==> src/rtl/dmem_ctrl_if.sv <==
// Bundle of the CPU-side request/response signals and the data-memory port
// used by dmem_ctrl. The master side is the CPU datapath plus the memory.
interface dmem_ctrl_if;
   logic        req;
   logic        we;
   logic [1:0]  size;
   logic        sign_ext;
   logic [31:0] addr;
   logic [31:0] wdata;
   logic [31:0] rdata;
   logic        busy;
   logic        done;
   logic        addr_err;
   logic        CS;
   logic        DM_R;
   logic        DM_W;
   logic [31:0] mem_addr;
   logic [31:0] mem_wdata;
   logic [31:0] mem_rdata;

   modport master (
      output req, we, size, sign_ext, addr, wdata, mem_rdata,
      input  rdata, busy, done, addr_err, CS, DM_R, DM_W, mem_addr, mem_wdata
   );

   modport slave (
      input  req, we, size, sign_ext, addr, wdata, mem_rdata,
      output rdata, busy, done, addr_err, CS, DM_R, DM_W, mem_addr, mem_wdata
   );
endinterface

==> src/rtl/dmem_ctrl.sv <==
// Byte/halfword/word load-store controller for a word-only data memory.
// Sub-word stores run as read-modify-write; misaligned requests never reach memory.
module dmem_ctrl #(
   parameter int ADDR_W = 8
) (
   input logic        clk,
   input logic        reset,
   dmem_ctrl_if.slave bus
);

   typedef enum logic [1:0] {
      IDLE = 2'd0,
      RD   = 2'd1,
      WR   = 2'd2,
      DONE = 2'd3
   } state_t;

   state_t              state_r;
   logic                we_r;
   logic [1:0]          size_r;
   logic                sign_ext_r;
   logic [ADDR_W+1:0]   addr_r;
   logic [31:0]         wdata_r;
   logic [31:0]         word_r;
   logic [31:0]         rdata_r;
   logic                busy_r;
   logic                done_r;
   logic                addr_err_r;
   logic                bad_s;
   logic [31:0]         word_addr_s;

   function automatic logic misaligned(input logic [1:0] sz, input logic [1:0] lo);
      case (sz)
         2'b00:   misaligned = 1'b0;
         2'b01:   misaligned = lo[0];
         2'b10:   misaligned = (lo != 2'b00);
         default: misaligned = 1'b1;
      endcase
   endfunction

   function automatic logic [31:0] format_load(input logic [31:0] word, input logic [1:0] sz,
                                               input logic sx, input logic [1:0] lo);
      logic [7:0]  b;
      logic [15:0] h;
      case (lo)
         2'b00:   b = word[7:0];
         2'b01:   b = word[15:8];
         2'b10:   b = word[23:16];
         default: b = word[31:24];
      endcase
      h = lo[1] ? word[31:16] : word[15:0];
      case (sz)
         2'b00:   format_load = {{24{sx & b[7]}}, b};
         2'b01:   format_load = {{16{sx & h[15]}}, h};
         default: format_load = word;
      endcase
   endfunction

   // Replace only the addressed lane; a word store takes the store data whole.
   function automatic logic [31:0] merge_store(input logic [31:0] word, input logic [31:0] wd,
                                               input logic [1:0] sz, input logic [1:0] lo);
      merge_store = word;
      case (sz)
         2'b00: begin
            case (lo)
               2'b00:   merge_store[7:0]   = wd[7:0];
               2'b01:   merge_store[15:8]  = wd[7:0];
               2'b10:   merge_store[23:16] = wd[7:0];
               default: merge_store[31:24] = wd[7:0];
            endcase
         end
         2'b01: begin
            if (lo[1]) merge_store[31:16] = wd[15:0];
            else       merge_store[15:0]  = wd[15:0];
         end
         default: merge_store = wd;
      endcase
   endfunction

   assign bad_s       = misaligned(bus.size, bus.addr[1:0]);
   assign word_addr_s = {{(32-ADDR_W){1'b0}}, addr_r[ADDR_W+1:2]};

   assign bus.rdata    = rdata_r;
   assign bus.busy     = busy_r;
   assign bus.done     = done_r;
   assign bus.addr_err = addr_err_r;

   // Memory strobes, address and write word decoded from the current state.
   always_comb begin
      bus.CS        = 1'b0;
      bus.DM_R      = 1'b0;
      bus.DM_W      = 1'b0;
      bus.mem_addr  = 32'h0000_0000;
      bus.mem_wdata = 32'h0000_0000;
      case (state_r)
         RD: begin
            bus.CS       = reset;
            bus.DM_R     = reset;
            bus.mem_addr = word_addr_s;
         end
         WR: begin
            bus.CS        = reset;
            bus.DM_W      = reset;
            bus.mem_addr  = word_addr_s;
            bus.mem_wdata = merge_store(word_r, wdata_r, size_r, addr_r[1:0]);
         end
         DONE:    bus.mem_addr = word_addr_s;
         default: bus.mem_addr = 32'h0000_0000;
      endcase
   end

   // Access sequencer with registered status and load data.
   always_ff @(posedge clk) begin
      if (!reset) begin
         state_r    <= IDLE;
         we_r       <= 1'b0;
         size_r     <= 2'b00;
         sign_ext_r <= 1'b0;
         addr_r     <= '0;
         wdata_r    <= 32'h0000_0000;
         word_r     <= 32'h0000_0000;
         rdata_r    <= 32'h0000_0000;
         busy_r     <= 1'b0;
         done_r     <= 1'b0;
         addr_err_r <= 1'b0;
      end else begin
         done_r     <= 1'b0;
         addr_err_r <= 1'b0;
         case (state_r)
            IDLE: begin
               if (bus.req) begin
                  we_r       <= bus.we;
                  size_r     <= bus.size;
                  sign_ext_r <= bus.sign_ext;
                  addr_r     <= bus.addr[ADDR_W+1:0];
                  wdata_r    <= bus.wdata;
                  busy_r     <= 1'b1;
                  if (bad_s) begin
                     state_r    <= DONE;
                     done_r     <= 1'b1;
                     addr_err_r <= 1'b1;
                  end else if (!bus.we || bus.size != 2'b10) begin
                     state_r <= RD;
                  end else begin
                     state_r <= WR;
                  end
               end else begin
                  busy_r <= 1'b0;
               end
            end
            RD: begin
               word_r <= bus.mem_rdata;
               if (!we_r) begin
                  rdata_r <= format_load(bus.mem_rdata, size_r, sign_ext_r, addr_r[1:0]);
                  state_r <= DONE;
                  done_r  <= 1'b1;
               end else begin
                  state_r <= WR;
               end
            end
            WR: begin
               state_r <= DONE;
               done_r  <= 1'b1;
            end
            DONE: begin
               state_r <= IDLE;
               busy_r  <= 1'b0;
            end
            default: begin
               state_r <= IDLE;
               busy_r  <= 1'b0;
            end
         endcase
      end
   end

endmodule
==> src/flat_wrapper.sv <==
// flat-port wrapper written by rule: the top's interface ports become plain ports
module dmem_ctrl_flat 
#(
   parameter int ADDR_W = 8
)
  (clk, reset, bus_req, bus_we, bus_size, bus_sign_ext, bus_addr, bus_wdata, bus_mem_rdata, bus_rdata, bus_busy, bus_done, bus_addr_err, bus_CS, bus_DM_R, bus_DM_W, bus_mem_addr, bus_mem_wdata);
  dmem_ctrl_if bus_i ();
  input logic clk;
  input logic reset;
  input wire logic [$bits(bus_i.req)-1:0] bus_req;
  input wire logic [$bits(bus_i.we)-1:0] bus_we;
  input wire logic [$bits(bus_i.size)-1:0] bus_size;
  input wire logic [$bits(bus_i.sign_ext)-1:0] bus_sign_ext;
  input wire logic [$bits(bus_i.addr)-1:0] bus_addr;
  input wire logic [$bits(bus_i.wdata)-1:0] bus_wdata;
  input wire logic [$bits(bus_i.mem_rdata)-1:0] bus_mem_rdata;
  output wire logic [$bits(bus_i.rdata)-1:0] bus_rdata;
  output wire logic [$bits(bus_i.busy)-1:0] bus_busy;
  output wire logic [$bits(bus_i.done)-1:0] bus_done;
  output wire logic [$bits(bus_i.addr_err)-1:0] bus_addr_err;
  output wire logic [$bits(bus_i.CS)-1:0] bus_CS;
  output wire logic [$bits(bus_i.DM_R)-1:0] bus_DM_R;
  output wire logic [$bits(bus_i.DM_W)-1:0] bus_DM_W;
  output wire logic [$bits(bus_i.mem_addr)-1:0] bus_mem_addr;
  output wire logic [$bits(bus_i.mem_wdata)-1:0] bus_mem_wdata;
  assign bus_i.req = bus_req;
  assign bus_i.we = bus_we;
  assign bus_i.size = bus_size;
  assign bus_i.sign_ext = bus_sign_ext;
  assign bus_i.addr = bus_addr;
  assign bus_i.wdata = bus_wdata;
  assign bus_i.mem_rdata = bus_mem_rdata;
  assign bus_rdata = bus_i.rdata;
  assign bus_busy = bus_i.busy;
  assign bus_done = bus_i.done;
  assign bus_addr_err = bus_i.addr_err;
  assign bus_CS = bus_i.CS;
  assign bus_DM_R = bus_i.DM_R;
  assign bus_DM_W = bus_i.DM_W;
  assign bus_mem_addr = bus_i.mem_addr;
  assign bus_mem_wdata = bus_i.mem_wdata;
  dmem_ctrl #(.ADDR_W(ADDR_W)) u_core (.clk(clk), .reset(reset), .bus(bus_i));
endmodule
==> config.mk <==
export PLATFORM = sky130hd
export DESIGN_NAME = dmem_ctrl_flat
export DESIGN_NICKNAME = d
export VERILOG_FILES = /design/src/rtl/dmem_ctrl_if.sv /design/src/rtl/dmem_ctrl.sv /design/src/flat_wrapper.sv
export SDC_FILE = /design/constraint.sdc
export NUM_CORES = 1
export LEC_CHECK = 0
export ABC_CLOCK_PERIOD_IN_PS = 1600
export BUFFER_PORTS_ARGS = -buffer_cell sky130_fd_sc_hd__buf_4
export CAP_MARGIN = 20
export CORE_MARGIN = 5
export CORE_UTILIZATION = 45
export CTS_BUF_LIST = sky130_fd_sc_hd__clkbuf_16
export DETAILED_ROUTE_END_ITERATION = 8
export PLACE_DENSITY = 0.76
export SYNTH_ARGS = -nofsm -noshare
export SYNTH_HDL_FRONTEND = slang
export SYNTH_SLANG_ARGS = --single-unit
export TNS_END_PERCENT = 5
==> constraint.sdc <==
create_clock -name clk -period 1.6 [get_ports clk]
set_input_delay 0.16 -clock clk [delete_from_list [all_inputs] [get_ports clk]]
set_output_delay 0.16 -clock clk [all_outputs]
set_load 0.02 [all_outputs]
==> results of run 1 <==
==> final cells by class <==
class	instances	area share (%)
Inverter	7	0.333
Multi-Input combinational cell	514	40.4
Tap cell	172	2.60
Sequential cell	115	28.0
Clock inverter	15	1.03
Clock buffer	17	5.14
Timing Repair Buffer	222	22.5
==> cell families after synthesis <==
group           after synthesis  synth area share (%)
other cells                   1                0.0651
compound gates              224                  24.5
flops                       115                  40.0
mux                          51                  8.89
simple gates                210                  17.9
buf+inv                      85                  7.65
fa+ha+maj                     5                  1.09
==> power groups by stage <==
stage | clock [mW] | sequential (mW) | combinational, mW
2_1_floorplan | 0 | 4.42 | 3.02
3_3_place_gp | 0 | 4.14 | 5.42
3_5_place_dp | 0 | 4.16 | 5.47
4_1_cts | 3.32 | 4.15 | 6.00
5_1_grt | 3.45 | 4.26 | 6.66
6_report | 3.29 | 4.19 | 6.20
==> critical path: stages, from the launching register on <==
cell	delay (ns)
dfxtp_2	0.32
nand2b_4	0.20
buf_6	0.16
o32a_1	0.27
o21ai_0	0.07
a21oi_1	0.13
buf_4	0.18
==> Yosys cell counts (3+ instances only) <==
cell type	n	share of area [%]
a211oi_1	11	1.4
a21boi_0	46	6.0
a21oi_1	60	5.2
a2bb2oi_1	6	0.91
and2_1	6	0.65
buf_1	4	0.26
buf_2	13	1.1
buf_4	24	3.1
clkbuf_1	35	2.3
dfxtp_1	115	40
ha_1	5	1.1
inv_1	6	0.39
mux2i_1	50	8.7
nand2_1	121	7.9
nand2b_1	3	0.33
nand3_1	3	0.26
nor2b_1	57	6.2
nor3_1	7	0.61
o21ai_0	62	5.4
o221ai_1	8	1.2
o22ai_1	9	0.98
o31ai_1	6	0.78
o32a_1	8	1.4
==> repair_timing <==
item                                    CTS  global route
setup buffers                             5             0
gates resized for setup                  61            34
pin swaps                                16             5
endpoints found under the setup margin   57            73
gates cloned                              2             0
hold buffers                              7             0
hold endpoints to repair                  7             0
==> layer usage <==
layer  track usage [%]  vias to the layer above  routed length [um]
li1                  -                     2749                   -
met1              33.8                     2591                8300
met2              36.9                      273                8470
met3              4.67                       37                1580
met4              10.4                        0                 487
met5                 0                        -                   0
==> registers in the layout, summed over array words and instances, names as in the netlist <==
register,count
u_core.bus.busy,1
u_core.bus.rdata,32
u_core.we_r,1
u_core.addr_r,10
u_core.bus.addr_err,1
u_core.wdata_r,32
u_core.state_r,2
u_core.bus.done,1
u_core.size_r,2
u_core.word_r,32
u_core.sign_ext_r,1
==> path summary, 6_finish.rpt <==
check	endpoint	slack [ns]	cells past startpoint
hold / removal	u_core.addr_r[4]$_SDFFE_PN0P_	0.01	3
setup / recovery	bus_mem_wdata[8]	-0.30	6
setup reg to reg	u_core.bus.rdata[21]$_SDFFE_PN0P_	0.01	7
hold reg to reg	u_core.addr_r[9]$_SDFFE_PN0P_	0.46	2
==> per-stage QoR <==
step                      setup WS (ns)  hold WS (ns)  setup TNS, ns
final                            -0.301        0.0134          -7.43
after global routing             -0.370       0.00804         -10.88
after CTS                        -0.289      0.000356          -7.66
after detailed placement         -0.283         0.429          -2.80
after global placement           -0.173         0.423          -1.82
after floorplan                 -0.0631         0.299         -0.717
==> results.toml, run 1 <==
[global_route]
grt.total_usage_pct = 24.3
grt_overflow_total = 0
antenna_found_initial = 0
grt_pass1_vias = 5253
grt_start_max_net_pins = 47
grt_pass1_wl_um = 28300

[worst_setup_path]
critPathArrivalTime_ns = 1.74
startpoint = "u_core.size_r[0]$_SDFFE_PN0P_"
worst_ep_required_time_ns = 1.44
endpoint_kind = "primary output"
crit_type = "reg2out"
crit_path_max_fanout = 7
reg2reg_from = "u_core.addr_r[0]$_SDFFE_PN0P_"
crit_path_start_kind = "flop"

[pwr]
intPower_mw = 8.49
pwr_density_cell_nw_per_um2 = 1650
combPwrFrac_pct = 45.3
p_seq_share_pct = 30.6
switching_share_pct = 37.9
power.total_mw = 13.7
clock_power_share_pct = 24.0
p_leak_nw = 3.37
p_sw_mw = 5.18
max-vdd-ir-drop_mv = 0.903

[clock_network]
insertion_delay_ns = 0.41
numCtsBuffers = 17
ctsLongestPathBuffers = 2
clk_pin_slew_ns = 0.05
cts_max_level = 4
tritoncts = "built"
root_buffer = "clkbuf_16"
cts_num_sinks = 115

[routing]
ant_nets = 0
routed_wl_um = 18800
drc = 0
first_pass_iters = 5
drt-initial-drc-count = 464
routed_via_density = 5.32
vias = 5650
wire_per_inst_um = 17.7

[status]
status = "complete, but fails checks"
violations = "negative setup slack"

[timing]
worst_slack_ns = -0.301
relSlewSlack_pct = 66.2
finalCritPeriodShare_pct = 119
setup_viol = 34
slew_violations = 0
fin_skew_ns = 0.00453
period_minus_slack_ns = 1.90
rsz0062_at_grt = "true"
finalHoldViolCount = 0
worstMarginPinSlew_ns = 0.504
fmax_ghz = 0.526

[synth]
synth_edf_count = 0
async_flop_share_pct = 0
netlist_area_sq_um = 5760
yosysWarnings = 0
synthDistinctLibCells = 44
syn_inst = 691
ys_ff_latch = 115
synthFlopType = "dfxtp_1"
syn_avg_cell_area_sq_um = 8.33
yosysSeqAreaShare_pct = 40.0

[floorplan]
die_w_um = 123
die_area_sq_um = 15200
io_pins = 205
die_h_um = 123
coreArea_sq_um = 12600
num_rows = 41
start_util_pct = 45.8

[cells_and_area]
layout_common_cells = "buf_4 (190), nand2_1 (121), dfxtp_1 (109)"
drive_above_1_share_pct = 33.5
n_fill_cell = 1029
nets = 985
fin_util_pct = 65.8
final_common_cell = "buf_4"
multiInputGateArea_sq_um = 3340
fin_cells = 1062
area_growth_pct = 43.7
final_area_sq_um = 8270
regArea_sq_um = 2310
antennaDiodeCount = 0

[placement]
postPlaceCellArea_sq_um = 7300
io_buffers = 158
hpwl_um = 13500
dp_cells = 1016
gp_congestion = 0.904

[worst_hold_path]
hold_start = "bus_addr[4]"
hold_path_class = "in2reg"

[job]
cap_violations = 0
Power figures use the tool's default switching activity.
==> run 2, diff against run 1 <==
- PLACE_DENSITY: 0.76 -> not set
- PLACE_DENSITY_LB_ADDON: not set -> 0.12
==> run 2 against run 1 <==
The run still ends with negative setup slack left. Combinational power increased by 1%. Die area unchanged. Final cell count decreased by 0.47%. Global-route usage increased by 0.46 points. Sequential cell count unchanged. Clock-buffer cell count unchanged. Sequential share of layout area decreased by 0.38 points. Via count decreased by 0.28%.
==> results.toml, run 2 (same netlist as run 1, synthesis figures left out) <==
[status]
status = "complete, but fails checks"
violations = "negative setup slack"

[cells_and_area]
area_growth_pct = 45.7
regArea_sq_um = 2310
final_common_cell = "buf_4"
nets = 980
layout_common_cells = "buf_4 (191), nand2_1 (120), dfxtp_1 (109)"
fin_util_pct = 66.7
drive_above_1_share_pct = 35.0
multiInputGateArea_sq_um = 3430
n_fill_cell = 1067
antennaDiodeCount = 0

[clock_network]
clk_pin_slew_ns = 0.05
cts_hold_buf = 0
cts_num_sinks = 115
insertion_delay_ns = 0.41
tritoncts = "built"
root_buffer = "clkbuf_16"
cts_max_level = 4
ctsLongestPathBuffers = 2
numCtsBuffers = 17

[pwr]
max-vdd-ir-drop_mv = 0.738
intPower_mw = 8.75
combPwrFrac_pct = 44.7
p_seq_share_pct = 30.3
pwr_density_cell_nw_per_um2 = 1670
clock_power_share_pct = 25.0
switching_share_pct = 37.7
p_sw_mw = 5.29
p_leak_nw = 3.38

[timing]
rsz0062_at_grt = "true"
fin_skew_ns = 0.00552
finalSetupTns_ns = -8.34
period_minus_slack_ns = 1.89
finalHoldViolCount = 0
finalCritPeriodShare_pct = 118
worst_slack_ns = -0.287
fmax_ghz = 0.530
setup_viol = 43
slew_violations = 0

[worst_hold_path]
hold_path_class = "in2reg"
hold-path-cell-count = 3
holdPathEnd = "u_core.wdata_r[2]$_SDFFE_PN0P_"
hold_start = "bus_wdata[2]"

[global_route]
grt_start_max_net_pins = 46
grt.total_usage_pct = 24.8
grt_pass1_wl_um = 28900
antenna_found_initial = 0
grt_overflow_total = 0
grt_pass1_vias = 5446

[routing]
ant_nets = 0
drc = 0
routed_via_density = 5.33
routed_wl_um = 19000
vias = 5634
wire_per_inst_um = 18.0
first_pass_iters = 5
drt-initial-drc-count = 437

[floorplan]
start_util_pct = 45.8
coreArea_sq_um = 12600
die_w_um = 123
die_h_um = 123
die_area_sq_um = 15200
num_rows = 41
io_pins = 205

[placement]
gp_congestion = 0.891
post-place-ws_ns = -0.0655
hpwl_um = 14100
io_buffers = 158

[worst_setup_path]
critPathArrivalTime_ns = 1.73
r2r_slack_ns = 0.02
startpoint = "u_core.addr_r[0]$_SDFFE_PN0P_"
crit_path_max_fanout = 7
endpoint_kind = "primary output"
reg2reg_to = "u_core.bus.rdata[30]$_SDFFE_PN0P_"
reg2reg_depth = 6
reg2reg_from = "u_core.addr_r[1]$_SDFFE_PN0P_"
worst_ep_required_time_ns = 1.44
crit_type = "reg2out"
crit_path_start_kind = "flop"

[job]
cap_violations = 0
==> run 2: cell types whose count changed in the layout (fill, tap and decap cells not counted), moves of 4 or more <==
cell,delta
a21boi_0,-6
a21boi_1,+6
a21oi_1,-8
a21oi_2,+8
clkinvlp_4,+4
dlygate4sd3_1,-7
nor2b_1,+7
nor2b_2,-8
o221ai_4,+5
==> run 2: repair_timing <==
| item | in CTS | in global routing |
|---|---|---|
| gates cloned | 1 | 1 |
| setup buffers | 7 | 8 |
| gates resized for setup | 69 | 44 |
| endpoints found under the setup margin | 65 | 109 |
| pin swaps | 21 | 8 |
| endpoints found under the hold margin | 0 | 0 |
==> run 2: power by group through the flow <==
| stage | Sequential, mW | Combinational (mW) | Clock [mW] |
|---|---|---|---|
| global route | 4.33 | 6.77 | 3.70 |
| CTS | 4.20 | 5.94 | 3.54 |
| floorplan | 4.42 | 3.02 | 0 |
| finish | 4.25 | 6.28 | 3.51 |
| detailed placement | 4.20 | 5.41 | 0 |
| global placement | 4.18 | 5.32 | 0 |
==> run 2: layout make-up <==
| type | count | area share, % |
|---|---|---|
| multi-input cells | 514 | 40.9 |
| flip-flops and latches | 115 | 27.6 |
| repair buffers | 217 | 22.0 |
| clock buffers | 17 | 5.07 |
| well taps | 172 | 2.57 |
| clock inverters | 15 | 1.48 |
| inverters | 7 | 0.358 |
==> run 2: critical path: stages, from the launching register on <==
cell and delay (ns):
dfxtp_4 0.37, or2_4 0.27, a21o_4 0.28, o221ai_4 0.18, a21oi_2 0.06, buf_4 0.16
==> run 2: how the worst max path moves through the flow <==
stage	to	slack (ns)	depth (start not counted)
floorplan	bus_mem_wdata[27]	-0.06	6
global placement	bus_mem_wdata[8]	-0.03	6
detailed placement	bus_mem_wdata[8]	-0.07	6
CTS	bus_mem_wdata[14]	-0.27	6
global route	bus_mem_wdata[13]	-0.33	6
finish	bus_mem_wdata[26]	-0.29	5
==> run 2: layer usage <==
metal | vias to the layer above | wire length (um) | track usage [%]
li1 | 2731 | - | -
met1 | 2655 | 8450 | 33.0
met2 | 214 | 8950 | 40.2
met3 | 34 | 1280 | 4.99
met4 | 0 | 358 | 8.65
met5 | - | 0 | 0
==> run 2: through the flow <==
| step | hold WS (ns) | total power, mW | std cells | instance area (sq um) |
|---|---|---|---|---|
| after floorplan | 0.299 | 7.43 | 714 | 5850 |
| after global placement | 0.422 | 9.49 | 1008 | 7240 |
| after detailed placement | 0.430 | 9.61 | 1008 | 7240 |
| after CTS | 0.00134 | 13.7 | 1048 | 8140 |
| after global routing | 0.00832 | 14.8 | 1057 | 8390 |
| final | 0.000684 | 14.0 | 1057 | 8390 |
==> run 3, diff against run 2 <==
- GPL_ROUTABILITY_DRIVEN: not set -> 0
- SKIP_LAST_GASP: not set -> 1
==> run 3 against run 2 <==
Clock-buffer cell count stayed put. Core utilization shrank 1.5 points. Routed wire length is 0.92% lower. Largest power group unchanged. Maximum frequency fell by 3.2%. Clock skew up 0.0024 ns. Worst setup slack worse by 0.063 ns. Global-route usage down 0.57 points. The flow still finishes with violations (negative setup slack). Hold slack improved by 0.0065 ns. Non-clock buffer count grew 3. Register-to-register slack lost 0.17 ns.
==> results.toml, run 3 (same netlist as run 1, synthesis figures left out) <==
[worst_setup_path]
crit_path_start_kind = "flop"
crit_type = "reg2out"
cpPeakStageDelay_ns = 0.33
crit_path_max_fanout = 6
path_cells = "nand2b_4 -> buf_6 -> o32a_1 -> o21ai_0 -> a21oi_1 -> buf_4"
worst_ep_required_time_ns = 1.44
r2r_slack_ns = -0.15
slowest_stage = "dfxtp_2"
endpoint_kind = "primary output"
critPathArrivalTime_ns = 1.79

[timing]
setup_viol = 49
rsz0062_at_grt = "true"
fin_skew_ns = 0.00791
fmax_ghz = 0.513
period_minus_slack_ns = 1.95
slew_violations = 0
worst_slack_ns = -0.350
finalCritPeriodShare_pct = 122
finalHoldViolCount = 0

[routing]
wire_per_inst_um = 17.8
first_pass_iters = 5
routed_via_density = 5.43
routed_wl_um = 18900
vias = 5751
drc = 0
drt-initial-drc-count = 429
ant_nets = 0

[clock_network]
cts_num_sinks = 115
numCtsBuffers = 17
tritoncts = "built"
ctsLongestPathBuffers = 2
insertion_delay_ns = 0.41
cts_max_level = 4
root_buffer = "clkbuf_16"
clk_pin_slew_ns = 0.05

[status]
violations = "negative setup slack"
status = "complete, but fails checks"

[placement]
dp_cells = 1007
post-place-ws_ns = -0.0334
hpwl_um = 13600
io_buffers = 158

[floorplan]
coreArea_sq_um = 12600
num_rows = 41
die_h_um = 123
io_pins = 205
die_area_sq_um = 15200
start_util_pct = 45.8
die_w_um = 123

[cells_and_area]
layout_common_cells = "buf_4 (193), nand2_1 (121), dfxtp_1 (109)"
area_growth_pct = 42.4
nets = 983
drive_above_1_share_pct = 30.3
final_common_cell = "buf_4"
fin_util_pct = 65.2
antennaDiodeCount = 0
fin_cells = 1060

[job]
cap_violations = 0

[global_route]
grt.total_usage_pct = 24.2
antenna_found_initial = 0
grt_start_max_net_pins = 75
grt_pass1_wl_um = 28200
grt_pass1_vias = 5534
grt_overflow_total = 0

[worst_hold_path]
hold_path_class = "in2reg"

[pwr]
p_leak_nw = 3.38
max-vdd-ir-drop_mv = 0.716
pwr_density_cell_nw_per_um2 = 1650
[run 3: changes by cell type in the layout (fill, tap and decap cells not counted), sizes merged]
| cell | change |
|---|---|
| clkbuf | +1 |
| buf | -7 |
| inv | +4 |
| clkinvlp | -3 |
| bufinv | -2 |
| dlygate4sd3 | +8 |
| clkinv | +1 |
| bufbuf | +1 |
[run 3: worst paths after layout]
check                                                    start                               end  depth (start not counted)
worst min-delay path                              bus_wdata[3]    u_core.wdata_r[3]$_SDFFE_PN0P_                          3
worst min register to register   u_core.addr_r[3]$_SDFFE_PN0P_     u_core.addr_r[3]$_SDFFE_PN0P_                          2
worst max-delay path             u_core.size_r[0]$_SDFFE_PN0P_                 bus_mem_wdata[15]                          6
worst max register to register  u_core.state_r[1]$_SDFFE_PN0P_  u_core.bus.rdata[1]$_SDFFE_PN0P_                          6
[run 3: stage by stage]
stage / area, sq um / power (mW) / hold slack [ns] / TNS (ns)
3_3_place_gp: 7220 / 9.42 / 0.422 / -0.0378
6_report: 8200 / 13.5 / 0.00714 / -10.52
3_5_place_dp: 7220 / 9.53 / 0.429 / -0.143
2_1_floorplan: 5850 / 7.43 / 0.299 / -0.717
4_1_cts: 7970 / 13.0 / 0.000110 / -11.58
5_1_grt: 8200 / 14.2 / 0.00960 / -16.32
[run 3: what timing repair did]
item,in CTS,in global routing
setup buffers,1,8
setup endpoints to repair,48,124
hold buffers,8,0
pin swaps,12,5
resized for setup,32,22
hold endpoints to repair,8,0
gates cloned,2,2
[run 3: final cells by class]
type                    count  area, sq um
fillers                  1082         4370
multi-input cells         514         3250
flip-flops and latches    115         2310
repair buffers            220         1900
clock buffers              17          425
well taps                 172          215
clock inverters            15         62.6
inverters                   7         32.5
[run 3: per-layer routing]
layer / vias to the layer above / GRT usage (%) / part of all wire, %
li1: 2752 / - / -
met1: 2691 / 31.1 / 42
met2: 260 / 39.5 / 47
met3: 48 / 5.26 / 8.2
met4: 0 / 10.2 / 3.1
met5: - / 0 / 0
[run 3: worst max-delay path: cells and delay by family (launching register included)]
kind	cells	cell delay [ns]
AND/OR/NAND/NOR	1	0.20
AO/OA/AOI/OAI	3	0.51
flip-flops	1	0.33
buffers and inverters	2	0.33
[run 3: where the power goes]
part | leakage (nW) | switching, mW | total [mW] | internal (mW)
registers | 0.945 | 0.569 | 4.22 | 3.65
clock network | 0.267 | 1.24 | 3.13 | 1.89
logic | 2.17 | 3.29 | 6.15 | 2.85
